--- src/rtl/contador_de_programa_param.sv ---
// Fetch-stage program counter. The next PC comes from increment, branch, jump,
// call/return through a circular return-address stack, exception entry, or EPC.
module contador_de_programa_param #(
    parameter int LARGURA       = 26,
    parameter int PASSO         = 1,
    parameter int VETOR_RESET   = 0,
    parameter int VETOR_EXCECAO = 1,
    parameter int PROF_PILHA    = 4
) (
    input  logic               clock,
    input  logic               pc_reset,
    input  logic               habilita,
    input  logic               sel_desvio,
    input  logic [LARGURA-1:0] endereco_desvio,
    input  logic               sel_salto,
    input  logic               chamada,
    input  logic               retorno,
    input  logic [LARGURA-1:0] endereco_salto,
    input  logic               excecao,
    input  logic               retorno_excecao,
    output logic [LARGURA-1:0] pcAtual,
    output logic [LARGURA-1:0] epc,
    output logic               em_excecao,
    output logic               pilha_vazia,
    output logic               pilha_cheia,
    output logic               erro_pilha
);

    localparam int PW = $clog2(PROF_PILHA);
    localparam int CW = PW + 1;
    localparam logic [LARGURA-1:0] PASSO_V = LARGURA'(PASSO);
    localparam logic [LARGURA-1:0] RESET_V = LARGURA'(VETOR_RESET);
    localparam logic [LARGURA-1:0] EXC_V   = LARGURA'(VETOR_EXCECAO);
    localparam logic [CW-1:0]      CHEIO   = CW'(PROF_PILHA);

    logic [LARGURA-1:0] pc_q, pc_d;
    logic [LARGURA-1:0] epc_q, epc_d;
    logic               em_exc_q, em_exc_d;
    logic               erro_q, erro_d;
    logic [PW-1:0]      topo_q, topo_d;
    logic [CW-1:0]      cont_q, cont_d;
    logic [LARGURA-1:0] seq;
    logic [PW-1:0]      pos_push;
    logic               empilha;

    logic [LARGURA-1:0] pilha [PROF_PILHA];

    assign seq      = pc_q + PASSO_V;
    assign pos_push = topo_q + PW'(1);

    always_comb begin
        pc_d     = pc_q;
        epc_d    = epc_q;
        em_exc_d = em_exc_q;
        erro_d   = erro_q;
        topo_d   = topo_q;
        cont_d   = cont_q;
        empilha  = 1'b0;
        if (excecao) begin
            pc_d = EXC_V;
            // No nesting: a second exception keeps the original return point.
            if (!em_exc_q) begin
                epc_d    = pc_q;
                em_exc_d = 1'b1;
            end
        end else if (!habilita) begin
            pc_d = pc_q;
        end else if (retorno_excecao && em_exc_q) begin
            pc_d     = epc_q;
            em_exc_d = 1'b0;
        end else if (retorno) begin
            if (cont_q != '0) begin
                pc_d   = pilha[topo_q];
                topo_d = topo_q - PW'(1);
                cont_d = cont_q - CW'(1);
            end else begin
                pc_d   = seq;
                erro_d = 1'b1;
            end
        end else if (chamada) begin
            // When full, writing at top+1 lands on the oldest entry.
            empilha = 1'b1;
            topo_d  = pos_push;
            pc_d    = endereco_salto;
            if (cont_q == CHEIO) begin
                erro_d = 1'b1;
            end else begin
                cont_d = cont_q + CW'(1);
            end
        end else if (sel_salto) begin
            pc_d = endereco_salto;
        end else if (sel_desvio) begin
            pc_d = endereco_desvio;
        end else begin
            pc_d = seq;
        end
    end

    always_ff @(posedge clock or posedge pc_reset) begin
        if (pc_reset) begin
            pc_q     <= RESET_V;
            epc_q    <= '0;
            em_exc_q <= 1'b0;
            erro_q   <= 1'b0;
            topo_q   <= '0;
            cont_q   <= '0;
        end else begin
            pc_q     <= pc_d;
            epc_q    <= epc_d;
            em_exc_q <= em_exc_d;
            erro_q   <= erro_d;
            topo_q   <= topo_d;
            cont_q   <= cont_d;
        end
    end

    // Stack storage is not reset; only the count defines valid entries.
    always_ff @(posedge clock) begin
        if (empilha && !pc_reset) begin
            pilha[pos_push] <= seq;
        end
    end

    assign pcAtual     = pc_q;
    assign epc         = epc_q;
    assign em_excecao  = em_exc_q;
    assign erro_pilha  = erro_q;
    assign pilha_vazia = (cont_q == '0);
    assign pilha_cheia = (cont_q == CHEIO);

endmodule

--- config.mk ---
export PLATFORM = sky130hd
export DESIGN_NAME = contador_de_programa_param
export DESIGN_NICKNAME = d
export VERILOG_FILES = /design/src/rtl/contador_de_programa_param.sv
export SDC_FILE = /design/constraint.sdc
export NUM_CORES = 1
export LEC_CHECK = 0
export CORE_UTILIZATION = 50
export DETAILED_ROUTE_END_ITERATION = 10
export GPL_TIMING_DRIVEN = 0
export PLACE_DENSITY = 0.78
export SYNTH_ARGS = -nofsm -noshare
export SYNTH_HDL_FRONTEND = slang
export SYNTH_SLANG_ARGS = --single-unit
--- constraint.sdc ---
create_clock -name clock -period 3.9 [get_ports clock]
set_input_delay 0.78 -clock clock [delete_from_list [all_inputs] [get_ports clock]]
set_output_delay 0.78 -clock clock [all_outputs]
set_load 0.01 [all_outputs]
---- Yosys cells after proc, flatten, opt, wreduce, memory -nomap -nowiden ----
Memory sizes are Yosys's and may differ from the RTL's.
Index checks and enable logic that the tools add are counted.
storage, ports and cells
  ROM bits ................................ 0
  bits in latches ......................... 0
  input bits .............................. 61
  RAM bits ................................ 104
  flip-flop bits (word level) ............. 59
  memories kept ........................... 1
  word-level logic and storage cells ...... 62
  output and inout bits ................... 56
operators by class
  $mul .................................... 0
  bitwise logic cells ..................... 3
  add/sub/neg operators ................... 5
  equality and inequality tests ........... 4
  shifts and indexed selects .............. 0
  order comparisons ....................... 0
  reductions and logical operators ........ 14
  divide/modulo/power cells ............... 0
  multiplexer cells ....................... 29
memory list
  name   depth  width  rd ports  clocked after memory_dff  wr ports  RTL line  source
  pilha  4      26     1         0                         1         46        logic [LARGURA-1:0] pilha [PROF_PILHA];
operators with widths
  kind                     number
  $mux W26                 8
  $add A26 B1 Y26 const B  1
  $mux W1                  14
  $mux W3                  4
  $reduce_and A6 Y1        2
  $reduce_bool A2 Y1       4
  $mux W2                  3
  $reduce_and A5 Y1        1
  $ne A2 B2 Y1 const B     2
  $reduce_and A2 Y1        2
  $add A3 B1 Y3 const B    1
  $eq A3 B3 Y1 const B     1
  $logic_not A3 Y1         1
  $not A1 Y1               3
  $reduce_bool A3 Y1       1
  $sub A3 B1 Y3 const B    1
  $add A2 B1 Y2 const B    1
  $logic_and A1 B1 Y1      2
  $ne A2 B1 Y1 const B     1
  $sub A2 B1 Y2 const B    1
  $logic_not A1 Y1         1

---- Depth between registers and ports, before layout ----
  depth after elaboration ................. 8
  mapped depth ............................ 8
  gate-level depth less buffers ........... 6

---- Least setup slack after synthesis ----
OpenSTA, ideal clock, no wires.
  path kind ............................... input port to flip-flop
  start ................................... input port pc_reset
  end ..................................... memory pilha[0][0] (enable)
  path buffers ............................ 0
  stages on the path ...................... 3
  slack ................................... 455 ps
  required time ........................... 3,515 ps
  setup time .............................. 385 ps
  arrival ................................. 3,060 ps
  cells stage by stage .................... inv_1 and3_1 and2_1
between the ends
  cells in the longest elaborated chain, start to end .. 4
ends and longest elaborated chain
  what                           RTL line  source
  start, declared                11        input logic pc_reset,
  $logic_not A1 Y1               119       if (empilha && !pc_reset) begin
  $logic_and A1 B1 Y1            119
  $mux W1                        119
  $mux W1 (not written as such)  120       pilha[pos_push] <= seq;
  end, declared                  46
No other way between the ends.

---- Final worst setup path ----
  start ................................... input port chamada
  end ..................................... register pc_q[16], in the netlist pcAtual[16]
between the ends
  cells in the longest elaborated chain, start to end .. 5
ends and longest elaborated chain
  what                  RTL line  source
  start, declared       16        input logic chamada,
  $mux W26              80        end else if (chamada) begin
  $mux W26              71        end else if (retorno) begin
  $mux W26              68        end else if (retorno_excecao && em_exc_q) begin
  $mux W26              66        end else if (!habilita) begin
  $mux W26              59        if (excecao) begin
  end signal, assigned  108       pc_q <= pc_d;
  end, declared         36        logic [LARGURA-1:0] pc_q, pc_d;
No other way between the ends. The select of a mux whose other input is x is not followed.
A chain may end at the register's enable or synchronous reset.

==> flow_summary_export.csv <==
group,metric,value,unit
sta,fmax,318,MHz
logic_synthesis,yosys_most_used_dff,"edfxtp_1",
routing,first_pass_iters,5,
cts,cts_resized,0,
cts,ctsHoldBuffers,0,
placed_design,dp_worst_setup_slack,0.422,ns
logic_synthesis,ys_warn_count,0,
routing,wl,24.7,mm
global_routing,use_met1,0.398,
placed_design,place_congestion,0.920,
logic_synthesis,syn_area,0.00795,mm2
die,die_area,0.0164,mm2
cts,cts_inserted_buffers,17,
logic_synthesis,synth.ff_latch_count,163,
global_routing,grt_pass1_vias,6520,
routing,ant_nets,0,
cts,path_clk_slew,0.07,ns
setup_path,rrSetupSlack,0.93,ns
global_routing,grtUsageTotal,0.314,
run,drv_cap,0,
routing,drtIter0Drc,938,
finish,final.fill_count,1155,
placed_design,port_buffers,114,
sta,clock_skew,0.0114,ns
logic_synthesis,yosys.cell_types.count,64,
die,coreArea,0.0154,mm2
min_path,hp-start,"erro_pilha",
routing,via_per_inst,6.52,
cts,post-cts-setup-buffer-count,0,
cts,clock-sinks,163,
setup_path,r2r-end,"pilha[0][22]",
cts,cts-root-buf,"clkbuf_16",
sta,slew_viol_final,0,
logic_synthesis,syn_nets,713,
logic_synthesis,syn_inst,646,
finish,drive_above_1_share,0.141,
min_path,hold_depth,1,
logic_synthesis,synth_edf_count,104,
logic_synthesis,synthArstFlopShare,0.362,
die,die_y,128,um
global_routing,grt_first_pass_wirelength,36.9,mm
min_path,min_path_type,"reg -> reg",
sta,hold_viol,0,
setup_path,slowest_stage,"clkbuf_1",
sta,slew_headroom,0.204,
setup_path,reg2reg_depth,5,
setup_path,crit_path_start_kind,"input pin",
die,io_pins,117,
setup_path,crit_path_end_kind,"register",
min_path,hold-path-endpoint,"erro_pilha",
cts,cts_tree,"built",
setup_path,r2r_start,"pcAtual[0]",
setup_path,critPathMaxFanout,10,
setup_path,worstPathBufferInverterCount,4,
cts,clk_latency,0.44,ns
cts,clockBufferDepth,2,
setup_path,path_class,"in -> reg",
global_routing,grtUsageMet2,0.504,
sta,holdWs,0.480,ns
routing,drcViolationCount,0,
power_and_ir_drop,vdd_drop_max,355,uV
global_routing,antenna_found_initial,0,
global_routing,gr-usage-met3,0.0839,
placed_design,placed_area,0.00938,mm2
setup_path,critPathTopFamily,"buffers and inverters",
logic_synthesis,synth_top_area_share,0.393,
logic_synthesis,synthTopCellsByArea,"edfxtp_1 (39%), dfrtp_1 (19%), mux4_2 (7.4%)",
sta,fin_crit,3.15,ns
setup_path,cpMostUsedCell,"clkbuf_1",
outcome,status,"complete, no violations",
power_and_ir_drop,p_leak,3.69,nW
power_and_ir_drop,powerDensity,535,mW/mm2
logic_synthesis,synth_area_per_cell,12.3,um2
die,start_util,0.517,
setup_path,crit_arrival,3.52,ns
global_routing,busiest_layer,"met2",
finish,area_growth,25.0,%
logic_synthesis,synth_top_cell_by_area,"edfxtp_1",
power_and_ir_drop,power,5.31,mW
finish,num_antenna_cells,0,
sta,setup_viol,0,
setup_path,max_stage_delay,0.60,ns
routing,num_vias,6544,
global_routing,grt_max_degree,40,
global_routing,overflow,0,
cts,h-tree-depth,4,
finish,final_nets,847,
setup_path,crit_required,4.28,ns
die,rows,45,
die,die-width,128,um
sta,rsz0062_at_grt,"no",
sta,worstMarginPinSlew,1.19,ns
routing,routedWlPerCell,24.6,um
finish,final_cell_area,0.00994,mm2
sta,fin_ws,0.753,ns
sta,period_share,0.807,
setup_path,path_cells,"clkdlybuf4s50_1 > clkbuf_1 > nor2_1 > clkbuf_1 > clkbuf_1 > nand3_1 > a31oi_1 > o2111ai_1 > nand3_1",
logic_synthesis,yosysSeqAreaShare,0.579,
placed_design,dp_hpwl,16.9,mm
[per-layer routing]
metal / share of wire / routed length (um) / up-vias
met5: 0 / 0 / -
met4: 0.039 / 952 / 0
met3: 0.12 / 2880 / 82
met2: 0.48 / 11800 / 545
met1: 0.37 / 9030 / 3173
li1: - / - / 2744
[power breakdown]
| part | switching, mW | total (mW) | internal [mW] |
|---|---|---|---|
| clock network | 0.715 | 1.60 | 0.883 |
| registers | 0.165 | 2.18 | 2.01 |
| logic | 0.803 | 1.54 | 0.737 |
[state kept, by name (all words and copies together), names as in the netlist]
signal / count
pcAtual: 26
pilha: 104
erro_pilha: 1
topo_q: 2
cont_q: 3
em_excecao: 1
epc: 26
[cell usage in the layout, fill, tap and decap left out, drive strengths merged, types with 4 or more instances in the layout]
master           n
o211ai           4
and2             8
clkinv           7
nor3            16
and3             7
edfxtp         104
nor2            42
dfrtp           59
or2             10
a31oi           15
xor2             6
o221ai          10
a21o             4
or3              5
o31ai            5
clkbuf          53
clkdlybuf4s50  114
ha               5
a21oi           31
nor4             6
xnor2           10
o21ai           33
a211oi           7
inv             28
a22oi           15
mux2            22
nand3           17
nand2           47
mux4            26
nand4            5
buf              9
nand2b           6
[cell type report]
cell class	count	area, um2	area share
Buffer	43	174	0.0175
Inverter	25	93.8	0.00944
Clock inverter	14	129	0.0130
Clock buffer	18	429	0.0432
Timing Repair Buffer	115	1160	0.117
Tap cell	211	264	0.0266
Sequential cell	163	4600	0.463
Multi-Input combinational cell	415	3090	0.311
[synthesized netlist by cell type (15+ instances only)]
cell / n
edfxtp_1: 104
mux2_2: 22
mux4_2: 26
o21ai_0: 33
nor3_1: 16
a31oi_1: 15
nand3_1: 17
nor2_1: 42
clkbuf_1: 34
nand2_1: 47
inv_1: 24
a21oi_1: 31
a22oi_1: 15
dfrtp_1: 59
[logic make-up (layout without fill, tap and decap cells)]
logic type | Yosys count | count (layout) | share of synthesized area
AND/OR/NAND/NOR | 184 | 184 | 0.116
flip-flops | 163 | 163 | 0.579
AO/OA/AOI/OAI | 158 | 158 | 0.135
buffers and inverters | 68 | 215 | 0.0337
multiplexers | 51 | 51 | 0.109
XOR/XNOR | 16 | 16 | 0.0176
adder cells (fa/ha/maj) | 6 | 6 | 0.0104
[stage by stage]
stage / cells / util / TNS (ns)
floorplan: 646 / - / 0
global placement: 971 / 0.608 / -130.07
detailed placement: 972 / 0.610 / 0
CTS: 1004 / 0.646 / 0
global route: 1004 / 0.646 / 0
finish: 1004 / 0.646 / 0
[how the worst max path moves through the flow]
stage / startpoint / slack (ns) / to / cells after the start
after global placement: pc_reset / -1.26 / pilha[3][20] / 4
after floorplan: pc_reset / 0.45 / pilha[0][0] / 3
after detailed placement: chamada / 0.42 / pcAtual[16] / 9
final: chamada / 0.75 / pcAtual[16] / 9
after CTS: cont_q[0] / 0.85 / pilha_vazia / 4
after global routing: chamada / 0.66 / pcAtual[16] / 9
Note: power is estimated with default switching activity, not from simulation.
